**config.mk**
```make
export PLATFORM = sky130hd
export DESIGN_NAME = demux_barrido_flat
export DESIGN_NICKNAME = d
export VERILOG_FILES = /design/src/rtl/demux_barrido_pkg.sv /design/src/rtl/demux_barrido_if.sv /design/src/rtl/demux_barrido_contador_asentamiento.sv /design/src/rtl/demux_barrido.sv /design/src/flat_wrapper.sv
export SDC_FILE = /design/constraint.sdc
export NUM_CORES = 1
export LEC_CHECK = 0
export CORE_MARGIN = 8
export CORE_UTILIZATION = 40
export DETAILED_ROUTE_END_ITERATION = 10
export GPL_TIMING_DRIVEN = 0
export PLACE_DENSITY = 0.69
export SETUP_SLACK_MARGIN = 0.3
export SLEW_MARGIN = 20
export SYNTH_ARGS = -nofsm -noshare
export SYNTH_HDL_FRONTEND = slang
export SYNTH_SLANG_ARGS = --single-unit
```
**constraint.sdc**
```tcl
create_clock -name clk -period 1.85 [get_ports clk]
set_input_delay 0.2775 -clock clk [delete_from_list [all_inputs] [get_ports clk]]
set_output_delay 0.2775 -clock clk [all_outputs]
set_load 0.1 [all_outputs]
```
**src/rtl/demux_barrido_pkg.sv**
```systemverilog
// ============================================================================
// Module   : demux_barrido_pkg
// Brief    : Channel codes, FSM state encodings and select helper shared by
//            the scanning mux reader and the mux select decode.
// Revision : 1.0
// ============================================================================
`default_nettype none

package demux_barrido_pkg;

  localparam int CNT_W = 8;

  typedef enum logic [1:0] {
    CH0 = 2'b00,
    CH1 = 2'b01,
    CH2 = 2'b10,
    CH3 = 2'b11
  } canal_e;

  typedef enum logic [0:0] {
    INACTIVO = 1'b0,
    ESPERA   = 1'b1
  } estado_e;

  // Round-robin successor; CH3 wraps to CH0 through the natural 2-bit overflow.
  function automatic canal_e canal_sig(input canal_e c);
    logic [1:0] t;
    t = c + 2'd1;
    return canal_e'(t);
  endfunction

endpackage

`default_nettype wire

```
**src/rtl/demux_barrido_if.sv**
```systemverilog
// ============================================================================
// Module   : demux_barrido_if
// Brief    : Bus between the scanning reader, the 4:1 mux and the control FSM.
// Revision : 1.0
// ============================================================================
`default_nettype none

interface demux_barrido_if #(
  parameter int N = 10
);

  logic       enable;
  logic [N:0] dato_mux;
  logic [1:0] seleccion;
  logic [N:0] Salida1;
  logic [N:0] Salida2;
  logic [N:0] Salida3;
  logic [N:0] Salida4;
  logic [3:0] valido;
  logic       ciclo_completo;
  logic       ocupado;

  modport slave (
    input  enable,
    input  dato_mux,
    output seleccion,
    output Salida1,
    output Salida2,
    output Salida3,
    output Salida4,
    output valido,
    output ciclo_completo,
    output ocupado
  );

  modport master (
    output enable,
    output dato_mux,
    input  seleccion,
    input  Salida1,
    input  Salida2,
    input  Salida3,
    input  Salida4,
    input  valido,
    input  ciclo_completo,
    input  ocupado
  );

endinterface

`default_nettype wire

```
**src/rtl/demux_barrido_contador_asentamiento.sv**
```systemverilog
// ============================================================================
// Module   : contador_asentamiento
// Brief    : Loadable settle counter with clear; tc flags cnt == SETTLE-1.
// Revision : 1.0
// ============================================================================
`default_nettype none

module contador_asentamiento
  import demux_barrido_pkg::*;
#(
  parameter int SETTLE = 4
) (
  input  wire logic             clk,
  input  wire logic             reset,
  input  wire logic             clr,
  input  wire logic             load,
  input  wire logic [CNT_W-1:0] load_val,
  input  wire logic             en,
  output logic                  tc
);

  logic [CNT_W-1:0] cnt_q;
  logic [CNT_W-1:0] cnt_d;

  always_comb begin
    cnt_d = cnt_q;
    if (clr) begin
      cnt_d = '0;
    end else if (load) begin
      cnt_d = load_val;
    end else if (en) begin
      cnt_d = cnt_q + CNT_W'(1);
    end
  end

  always_ff @(posedge clk) begin
    if (reset) begin
      cnt_q <= '0;
    end else begin
      cnt_q <= cnt_d;
    end
  end

  assign tc = (cnt_q == CNT_W'(SETTLE - 1));

endmodule

`default_nettype wire

```
**src/rtl/demux_barrido.sv**
```systemverilog
// ============================================================================
// Module   : demux_barrido
// Brief    : Round-robin scanning reader for a shared 4:1 sensor mux; holds
//            each channel for SETTLE cycles, then latches it into Salida1..4.
// Revision : 1.0
// ============================================================================
`default_nettype none

module demux_barrido
  import demux_barrido_pkg::*;
#(
  parameter int N      = 10,
  parameter int SETTLE = 4
) (
  input  wire logic      clk,
  input  wire logic      reset,
  demux_barrido_if.slave bus
);

  estado_e    estado_q, estado_d;
  canal_e     sel_q, sel_d;
  logic [3:0] valido_q, valido_d;
  logic       ciclo_q, ciclo_d;
  logic [N:0] salida_q [4];
  logic [N:0] salida_d [4];
  logic       captura;
  logic       tc;
  logic       ocupado;

  assign ocupado = (estado_q == ESPERA);

  // Counter restarts both while idle and on every capture edge.
  contador_asentamiento #(
    .SETTLE (SETTLE)
  ) u_contador (
    .clk      (clk),
    .reset    (reset),
    .clr      (~ocupado),
    .load     (tc),
    .load_val ('0),
    .en       (ocupado),
    .tc       (tc)
  );

  always_comb begin
    estado_d = estado_q;
    sel_d    = sel_q;
    valido_d = valido_q;
    ciclo_d  = 1'b0;
    captura  = 1'b0;
    case (estado_q)
      INACTIVO: begin
        sel_d = CH0;
        if (bus.enable) begin
          estado_d = ESPERA;
          valido_d = 4'b0000;
        end
      end
      ESPERA: begin
        if (tc) begin
          captura          = 1'b1;
          valido_d[sel_q]  = 1'b1;
          ciclo_d          = (sel_q == CH3);
          if (bus.enable) begin
            sel_d = canal_sig(sel_q);
          end else begin
            estado_d = INACTIVO;
            sel_d    = CH0;
          end
        end
      end
      default: begin
        estado_d = INACTIVO;
        sel_d    = CH0;
      end
    endcase
  end

  // Only the register addressed by the current select may load.
  always_comb begin
    for (int k = 0; k < 4; k++) begin
      salida_d[k] = salida_q[k];
      if (captura && (sel_q == canal_e'(k))) begin
        salida_d[k] = bus.dato_mux;
      end
    end
  end

  always_ff @(posedge clk) begin
    if (reset) begin
      estado_q <= INACTIVO;
      sel_q    <= CH0;
      valido_q <= 4'b0000;
      ciclo_q  <= 1'b0;
      salida_q <= '{default: '0};
    end else begin
      estado_q <= estado_d;
      sel_q    <= sel_d;
      valido_q <= valido_d;
      ciclo_q  <= ciclo_d;
      salida_q <= salida_d;
    end
  end

  assign bus.seleccion      = sel_q;
  assign bus.valido         = valido_q;
  assign bus.ciclo_completo = ciclo_q;
  assign bus.ocupado        = ocupado;
  assign bus.Salida1        = salida_q[0];
  assign bus.Salida2        = salida_q[1];
  assign bus.Salida3        = salida_q[2];
  assign bus.Salida4        = salida_q[3];

endmodule

`default_nettype wire

```
**src/flat_wrapper.sv**
```systemverilog
// flat-port wrapper written by rule: the top's interface ports become plain ports
module demux_barrido_flat import demux_barrido_pkg::*;
#(
  parameter int N      = 10,
  parameter int SETTLE = 4
)
  (clk, reset, bus_enable, bus_dato_mux, bus_seleccion, bus_Salida1, bus_Salida2, bus_Salida3, bus_Salida4, bus_valido, bus_ciclo_completo, bus_ocupado);
  demux_barrido_if #(.N(N)) bus_i ();
  input  wire logic clk;
  input  wire logic reset;
  input wire logic [$bits(bus_i.enable)-1:0] bus_enable;
  input wire logic [$bits(bus_i.dato_mux)-1:0] bus_dato_mux;
  output wire logic [$bits(bus_i.seleccion)-1:0] bus_seleccion;
  output wire logic [$bits(bus_i.Salida1)-1:0] bus_Salida1;
  output wire logic [$bits(bus_i.Salida2)-1:0] bus_Salida2;
  output wire logic [$bits(bus_i.Salida3)-1:0] bus_Salida3;
  output wire logic [$bits(bus_i.Salida4)-1:0] bus_Salida4;
  output wire logic [$bits(bus_i.valido)-1:0] bus_valido;
  output wire logic [$bits(bus_i.ciclo_completo)-1:0] bus_ciclo_completo;
  output wire logic [$bits(bus_i.ocupado)-1:0] bus_ocupado;
  assign bus_i.enable = bus_enable;
  assign bus_i.dato_mux = bus_dato_mux;
  assign bus_seleccion = bus_i.seleccion;
  assign bus_Salida1 = bus_i.Salida1;
  assign bus_Salida2 = bus_i.Salida2;
  assign bus_Salida3 = bus_i.Salida3;
  assign bus_Salida4 = bus_i.Salida4;
  assign bus_valido = bus_i.valido;
  assign bus_ciclo_completo = bus_i.ciclo_completo;
  assign bus_ocupado = bus_i.ocupado;
  demux_barrido #(.N(N), .SETTLE(SETTLE)) u_core (.clk(clk), .reset(reset), .bus(bus_i));
endmodule
```
# Yosys cells after proc, flatten, opt, wreduce, memory -nomap -nowiden
# Index checks and enable logic that the tools add are counted.
# word_totals
output_inout_bits,52
ff_bits,60
# op_classes
eq_ne,6
order_cmp,2
n_addsub,2
mux,13
n_bitwise,3
n_reduce_logical,9
# ops
op,n
$add A8 B1 Y8 const B,1
$eq A8 B2 Y1 const B,1
$mux W4,2
$pmux W4 S2,1
$reduce_or A3 Y1,2
$logic_and A1 B1 Y1,5
$mux W1,5
$eq A2 B2 Y1 const B,2
$mux W2,2
$ne A2 B2 Y1 const B,2
$or A4 B4 Y4,1
$pmux W2 S2,1
$lt A2 B3 Y1 const B,1
$add A2 B1 Y2 const B,1
$demux W1 S2,1
$eq A2 B1 Y1 const B,1
$ge A2 B1 Y1 const B,1
$logic_not A2 Y1,1
$not A1 Y1,2
$pmux W1 S2,1
$reduce_and A2 Y1,1

# Longest topological paths before layout
# Gate-level depths: netlist of the first run.
# depth
word_depth,7
depth_mapped,5
ltp_nobuf,4

# By module
# From an unflattened synthesis of the first run, not the netlist that was laid out.
# hier_totals
hier_cells,287
area_unflattened_um2,2499.9
# modules_own_cells
mod,area_each_um2,seq_area_each_um2,instances,cells_each
demux_barrido,2035.7,1041.0,1,236
contador_asentamiento,464.2,160.2,1,51

# Worst setup path before layout of the first run
# OpenSTA, ideal clock, no wires.
# synth_timing
path_kind,register to register
from,"register u_core.sel_q[0], in the netlist u_core.bus.seleccion[0]"
to,"register u_core.salida_q, in the netlist u_core.bus.Salida3[10]"
setup_time_ns,0.072
path_buffers,1
path_slack_ns,-0.110
synth_period_minus_slack_ns,1.960
t_arrival_ns,1.888
stages_incl_launch_ff,6
t_required_ns,1.778
cell_sequence,dfxtp_1 inv_1 ha_1 nand4_2 buf_6 mux2i_1
# synth_between
elab_chain_cells,2
# synth_rtl
element,line_no,text
"start, declared",demux_barrido.sv:21,"canal_e sel_q, sel_d;"
"start signal, assigned",demux_barrido.sv:98,sel_q <= sel_d;
$eq A2 B2 Y1,demux_barrido.sv:83,if (captura && (sel_q == canal_e'(k))) begin
$logic_and A1 B1 Y1,demux_barrido.sv:83,
"end signal, assigned",demux_barrido.sv:101,salida_q <= salida_d;
"end, declared",demux_barrido.sv:24,logic [N:0] salida_q [4];
# Every way passes these cells.
# A chain may end at the register's enable or synchronous reset.

# Worst setup path in the final report of the first run
# layout_timing
from,register u_core.u_contador.cnt_q[1]
to,"register u_core.salida_q, in the netlist u_core.bus.Salida3[2]"
# layout_between
elab_chain_cells,4
# layout_rtl
element,line_no,text
"start, declared",demux_barrido_contador_asentamiento.sv:22,logic [CNT_W-1:0] cnt_q;
"start signal, assigned",demux_barrido_contador_asentamiento.sv:40,cnt_q <= cnt_d;
$eq A8 B2 Y1,demux_barrido_contador_asentamiento.sv:44,assign tc = (cnt_q == CNT_W'(SETTLE - 1));
$mux W1,demux_barrido.sv:60,if (tc) begin
$mux W1,demux_barrido.sv:51,case (estado_q)
$logic_and A1 B1 Y1,demux_barrido.sv:83,
# Every way passes these cells.

==> qor.yml, run 1 <==
run_status:
  outcome: "completed"
sta:
  setup_violations: 0
  final.setup.tns_ps: 0
  worst_slack_ps: 294
  finalCriticalPeriod_ps: 1560
  maxSlewViolCount: 0
  max_freq_mhz: 643
  slew_headroom_pct: 62.4
  timing.hold.ws_ps: 379
  hold_viol: 0
  skew_ps: 8.85
  worst_slew_pin_slew_ps: 566
  rsz0062_at_grt: "true"
  period_share_pct: 84.1
worst_setup_path:
  regToRegSetupSlack_ps: 290
  cp.arrival_ps: 1760
  cp-end-kind: "flop"
  worst_path_dominant_cell_family: "simple AND/OR/NAND/NOR gates"
  cp_num_buf_inv: 2
  critical_path_class: "flop to flop"
  crit_required_ps: 2060
  crit_chain: "ha_4 -> nor4b_4 -> buf_6 -> nand4_4 -> buf_8 -> mux2i_2"
  critPathMaxFanout: 5
  startpoint_type: "flop"
  slowest_delay_ps: 370
  cp_slowest_cell: "dfxtp_4"
die:
  core_mm2: 0.00596
  initial_core_util_pct: 41.8
  num_rows: 28
  dieArea_mm2: 0.00900
  dieHeight_um: 94.9
  io_pins: 66
  fp.dieW_um: 94.9
yosys:
  yosysWarnings: 0
  synthCells: 233
  ys_seq_elements: 60
  synth.avg_cell_area_um2: 10.7
  synth_area_leaders: "dfxtp_1 48%, mux2i_1 18%, nand2b_1 14%"
  synth-seq-area-share_pct: 48.3
  yosysMostFrequentCell: "dfxtp_1"
  synth_nets: 252
  post-synth-top-area-cell: "dfxtp_1"
  synth_top_area_share_pct: 48.3
  synth.distinct_cells: 25
  synth_edf_count: 0
  synth-async-reset-ratio_pct: 0
  synth_ff_type: "dfxtp_1"
  yosys-top-cells-count: "60 x dfxtp_1, 56 x nand2b_1, 44 x mux2i_1, 10 x inv_1"
  syn-cell-area_mm2: 0.00249
clocking:
  cts_hold_buf: 0
  cts_max_level: 3
  clockBufferDepth: 2
  clock_sinks: 60
  clock_latency_ps: 330
  cts_tree: "built"
  clk_pin_slew_worst_paths_ps: 70
  cts_root_buffer: "clkbuf_8"
  cts_made_buffers: 9
job:
  max_cap_violations: 0
pwr:
  p_int_w: 0.00188
  power.switching_w: 0.000596
  p_per_area_mw_per_mm2: 668
  clock_power_share_pct: 41.3
  p_sw_share_pct: 24.1
  total_power_w: 0.00247
  comb_power_share_pct: 5.9
  power.leakage_nw: 1.62
  vdd_drop_max_mv: 0.397
  pwr-share-seq_pct: 52.9
routing:
  vias_per_cell: 4.83
  wl_per_cell_um: 16.6
  drcViolationCount: 0
  dr_total_vias: 1926
  drt-initial-drc-count: 32
  routed_wl_mm: 6.62
  firstDrtPassIters: 4
  postRouteAntennaNets: 0
placed_design:
  port_buffers: 64
  place_worst_setup_slack_ps: -11.9
  gp_congestion: 0.769
  detailedPlacementHpwl_mm: 4.53
  placed_cell_area_mm2: 0.00324
layout:
  fillCellCount: 531
  final_nets: 338
  synthToLayoutAreaGrowth_pct: 48.8
  multi_input_area_mm2: 0.00127
  drive_above_1_share_pct: 32.7
  diodes: 0
  final_area_mm2: 0.00370
  regArea_mm2: 0.00121
global_routing:
  grt_pass1_vias: 1875
  grt-ovfl-total: 0
  gr-usage-all-layers_pct: 13.7
  grt_pass1_wl_mm: 9.52
  grt_max_degree: 11
  antenna_found_initial: 0
min_path:
  min_path_type: "primary input to flop"
==> per-layer routing <==
metal	global-route usage, %	up-vias	share of wire (%)
met5	0	-	0
met4	6.63	0	1.4
met3	2.86	8	4.9
met2	22.7	45	49
met1	16.6	913	45
li1	-	960	-
==> worst paths after layout <==
path                              start                     to  cells past startpoint
max          u_core.u_contador.cnt_q[1]  u_core.bus.Salida3[2]                      6
max reg2reg  u_core.u_contador.cnt_q[1]  u_core.bus.Salida3[2]                      6
min                               reset     u_core.bus.ocupado                      2
min reg2reg        u_core.bus.valido[2]   u_core.bus.valido[2]                      2
==> area by class of cell <==
class,instances,area share [%]
buffer,11,2.50
clock buffer,11,3.82
clock inverter,5,0.743
inverter,10,1.01
multi-input combinational,152,34.4
sequential,60,32.8
tap,75,2.53
timing repair buffer,75,22.2
==> per-stage QoR <==
stage	util, %	std cells
finish	62.2	399
detailed placement	54.5	372
global route	62.2	399
global placement	54.5	372
floorplan	-	233
CTS	59.1	391
==> kinds of logic (layout without fill, tap and decap cells) <==
kind of cell	Yosys count	after routing	synth area share [%]
multiplexers	44	44	17.7
flip-flops	60	60	48.3
AND/OR/NAND/NOR	83	83	22.1
buffers and inverters	21	112	4.42
AO/OA/AOI/OAI	17	17	3.97
XOR/XNOR	3	3	1.06
adder cells (fa/ha/maj)	5	5	2.51
==> power by group through the flow <==
stage | sequential [W] | clock [W] | combinational (W)
after floorplan | 0.00135 | 0 | 0.0000586
after global placement | 0.00133 | 0 | 0.000132
after detailed placement | 0.00133 | 0 | 0.000132
after CTS | 0.00131 | 0.00104 | 0.000140
after global routing | 0.00131 | 0.00110 | 0.000154
final | 0.00131 | 0.00102 | 0.000145
==> sequential cells by signal, indices dropped and copies added (netlist names) <==
name and count:
u_core.bus.Salida1 11, u_core.bus.Salida2 11, u_core.bus.Salida3 11, u_core.bus.Salida4 11
u_core.bus.ciclo_completo 1, u_core.bus.ocupado 1, u_core.bus.seleccion 2, u_core.bus.valido 4
u_core.u_contador.cnt_q 8
==> repair_timing <==
action / CTS / global route
gates resized for setup: 159 / 40
hold endpoints to repair: 0 / 0
gates cloned: 0 / 3
buffers inserted: 3 / 5
pin swaps: 2 / 3
endpoints found under the setup margin: 101 / 62
==> cell usage in the layout, fill, tap and decap left out, types with 6 or more instances in the layout <==
master	n
clkbuf_1	7
nand2b_1	56
o21ai_0	6
clkdlybuf4s18_2	10
buf_4	6
clkdlybuf4s15_2	38
clkbuf_8	10
clkdlybuf4s50_1	12
mux2i_1	43
dfxtp_1	55
inv_1	10
Power figures use the tool's default switching activity.
==> inputs of run 2 (changes only) <==
==> constraint.sdc (replaced) <==
create_clock -name clk -period 1.6 [get_ports clk]
set_input_delay 0.24 -clock clk [delete_from_list [all_inputs] [get_ports clk]]
set_output_delay 0.24 -clock clk [all_outputs]
set_load 0.1 [all_outputs]
==> run 2 against run 1 <==
Net effect: wire length up 4.2%; non-clock buffer count up 7; critical path depth up 1; die area unchanged; final cell count up 1.8%; count of clock-buffer cells in the layout up 2; worst hold slack worse by 67 ps; highest routed layer unchanged.
==> qor.yml, run 2 (synthesized netlist as in run 1, its figures left out) <==
run_status:
  outcome: "completed"
clocking:
  clk_pin_slew_worst_paths_ps: 70
  cts_root_buffer: "clkbuf_8"
  cts_tree: "built"
  cts_made_buffers: 9
  cts_max_level: 3
  clock_latency_ps: 330
  clockBufferDepth: 2
  clock_sinks: 60
layout:
  diodes: 0
  final_cell_mix: "61 x buf_4, 56 x nand2b_1, 55 x dfxtp_1, 43 x mux2i_1"
  stdcell_count: 406
  synthToLayoutAreaGrowth_pct: 46.5
  drive_above_1_share_pct: 33.8
  final_nets: 346
  final_common_cell: "buf_4"
global_routing:
  antenna_found_initial: 0
  gr-usage-all-layers_pct: 15.8
  grt_pass1_vias: 1983
  grt-ovfl-total: 0
  grt_max_degree: 11
  grt_pass1_wl_mm: 10.8
pwr:
  p_per_area_mw_per_mm2: 836
  vdd_drop_max_mv: 0.532
  total_power_w: 0.00305
  power.leakage_nw: 1.75
sta:
  hold_viol: 0
  skew_ps: 10.4
  timing.hold.ws_ps: 312
  worst_slew_pin_slew_ps: 538
  period_share_pct: 93.6
  setup_violations: 0
  max_freq_mhz: 668
  worst_slack_ps: 103
  rsz0062_at_grt: "true"
  slew_headroom_pct: 64.1
  finalCriticalPeriod_ps: 1500
  maxSlewViolCount: 0
routing:
  postRouteAntennaNets: 0
  vias_per_cell: 4.83
  routed_wl_mm: 6.90
  firstDrtPassIters: 4
  wl_per_cell_um: 17.0
  drt-initial-drc-count: 54
  dr_total_vias: 1963
  drcViolationCount: 0
placed_design:
  dp.cells: 372
  port_buffers: 64
  gp_congestion: 0.735
  place_worst_setup_slack_ps: -224
  detailedPlacementHpwl_mm: 4.45
worst_setup_path:
  critical_path_class: "flop to flop"
  r2r_end: "u_core.bus.Salida4[6]"
  critPathMaxFanout: 5
  cp-end-kind: "flop"
  rr_startpoint: "u_core.u_contador.cnt_q[1]"
  rr_worst_depth: 7
  regToRegSetupSlack_ps: 100
  cp.arrival_ps: 1710
  crit_required_ps: 1810
  startpoint_type: "flop"
min_path:
  min_path_type: "primary input to flop"
  holdPathStages: 2
  holdPathEnd: "u_core.bus.ocupado"
  hold_path_startpoint: "reset"
die:
  num_rows: 28
  dieArea_mm2: 0.00900
  dieHeight_um: 94.9
  initial_core_util_pct: 41.8
  core_mm2: 0.00596
  fp.dieW_um: 94.9
  io_pins: 66
job:
  max_cap_violations: 0
[run 2: what timing repair did]
action	4_1_cts	5_1_grt
setup buffers	13	3
gates cloned	3	0
gates resized for setup	331	11
pin swaps	5	2
hold endpoints to repair	0	0
hold buffers	0	0
endpoints found under the setup margin	112	61
[run 2: worst max-delay path by stage]
| stage | cells after the start | start | to |
|---|---|---|---|
| global route | 7 | u_core.u_contador.cnt_q[1] | u_core.bus.Salida4[7] |
| finish | 7 | u_core.u_contador.cnt_q[1] | u_core.bus.Salida4[6] |
| floorplan | 5 | u_core.u_contador.cnt_q[1] | u_core.bus.Salida1[10] |
| global placement | 1 | u_core.bus.ocupado | bus_ocupado |
| CTS | 7 | u_core.u_contador.cnt_q[0] | u_core.bus.Salida4[1] |
| detailed placement | 1 | u_core.bus.ocupado | bus_ocupado |
[run 2: power breakdown]
| group | switching [W] | internal [W] | total (W) |
|---|---|---|---|
| combinational | 0.0000905 | 0.0000798 | 0.000170 |
| sequential | 0.0000128 | 0.00149 | 0.00151 |
| clock | 0.000575 | 0.000795 | 0.00137 |
[run 2: per-stage QoR]
stage	setup TNS (ps)	instance area (µm²)	util (%)
global placement	-7700	3250	54.6
CTS	0	3580	60.2
global route	0	3650	61.2
finish	0	3650	61.2
detailed placement	-8560	3250	54.6
floorplan	0	2520	-
[run 2: critical path: stages, from the launching register on]
cell,delay [ps]
dfxtp_4,360
ha_4,140
nor4b_4,190
buf_6,170
nand4_4,130
buf_12,160
buf_8,130
mux2i_1,110
[run 2: layer usage]
metal	GRT usage, %	wire, µm
met1	19.3	3140
met2	25.1	3300
met3	5.79	393
met4	5.46	63
met5	0	0
[run 2: layout make-up]
| cell class | count | area (µm²) |
|---|---|---|
| multi-input combinational | 153 | 1280 |
| timing repair buffer | 82 | 731 |
| tap | 75 | 93.8 |
| clock buffer | 13 | 159 |
| fill | 514 | 2310 |
| inverter | 10 | 37.5 |
| sequential | 60 | 1220 |
| buffer | 11 | 88.8 |
| clock inverter | 2 | 35.0 |
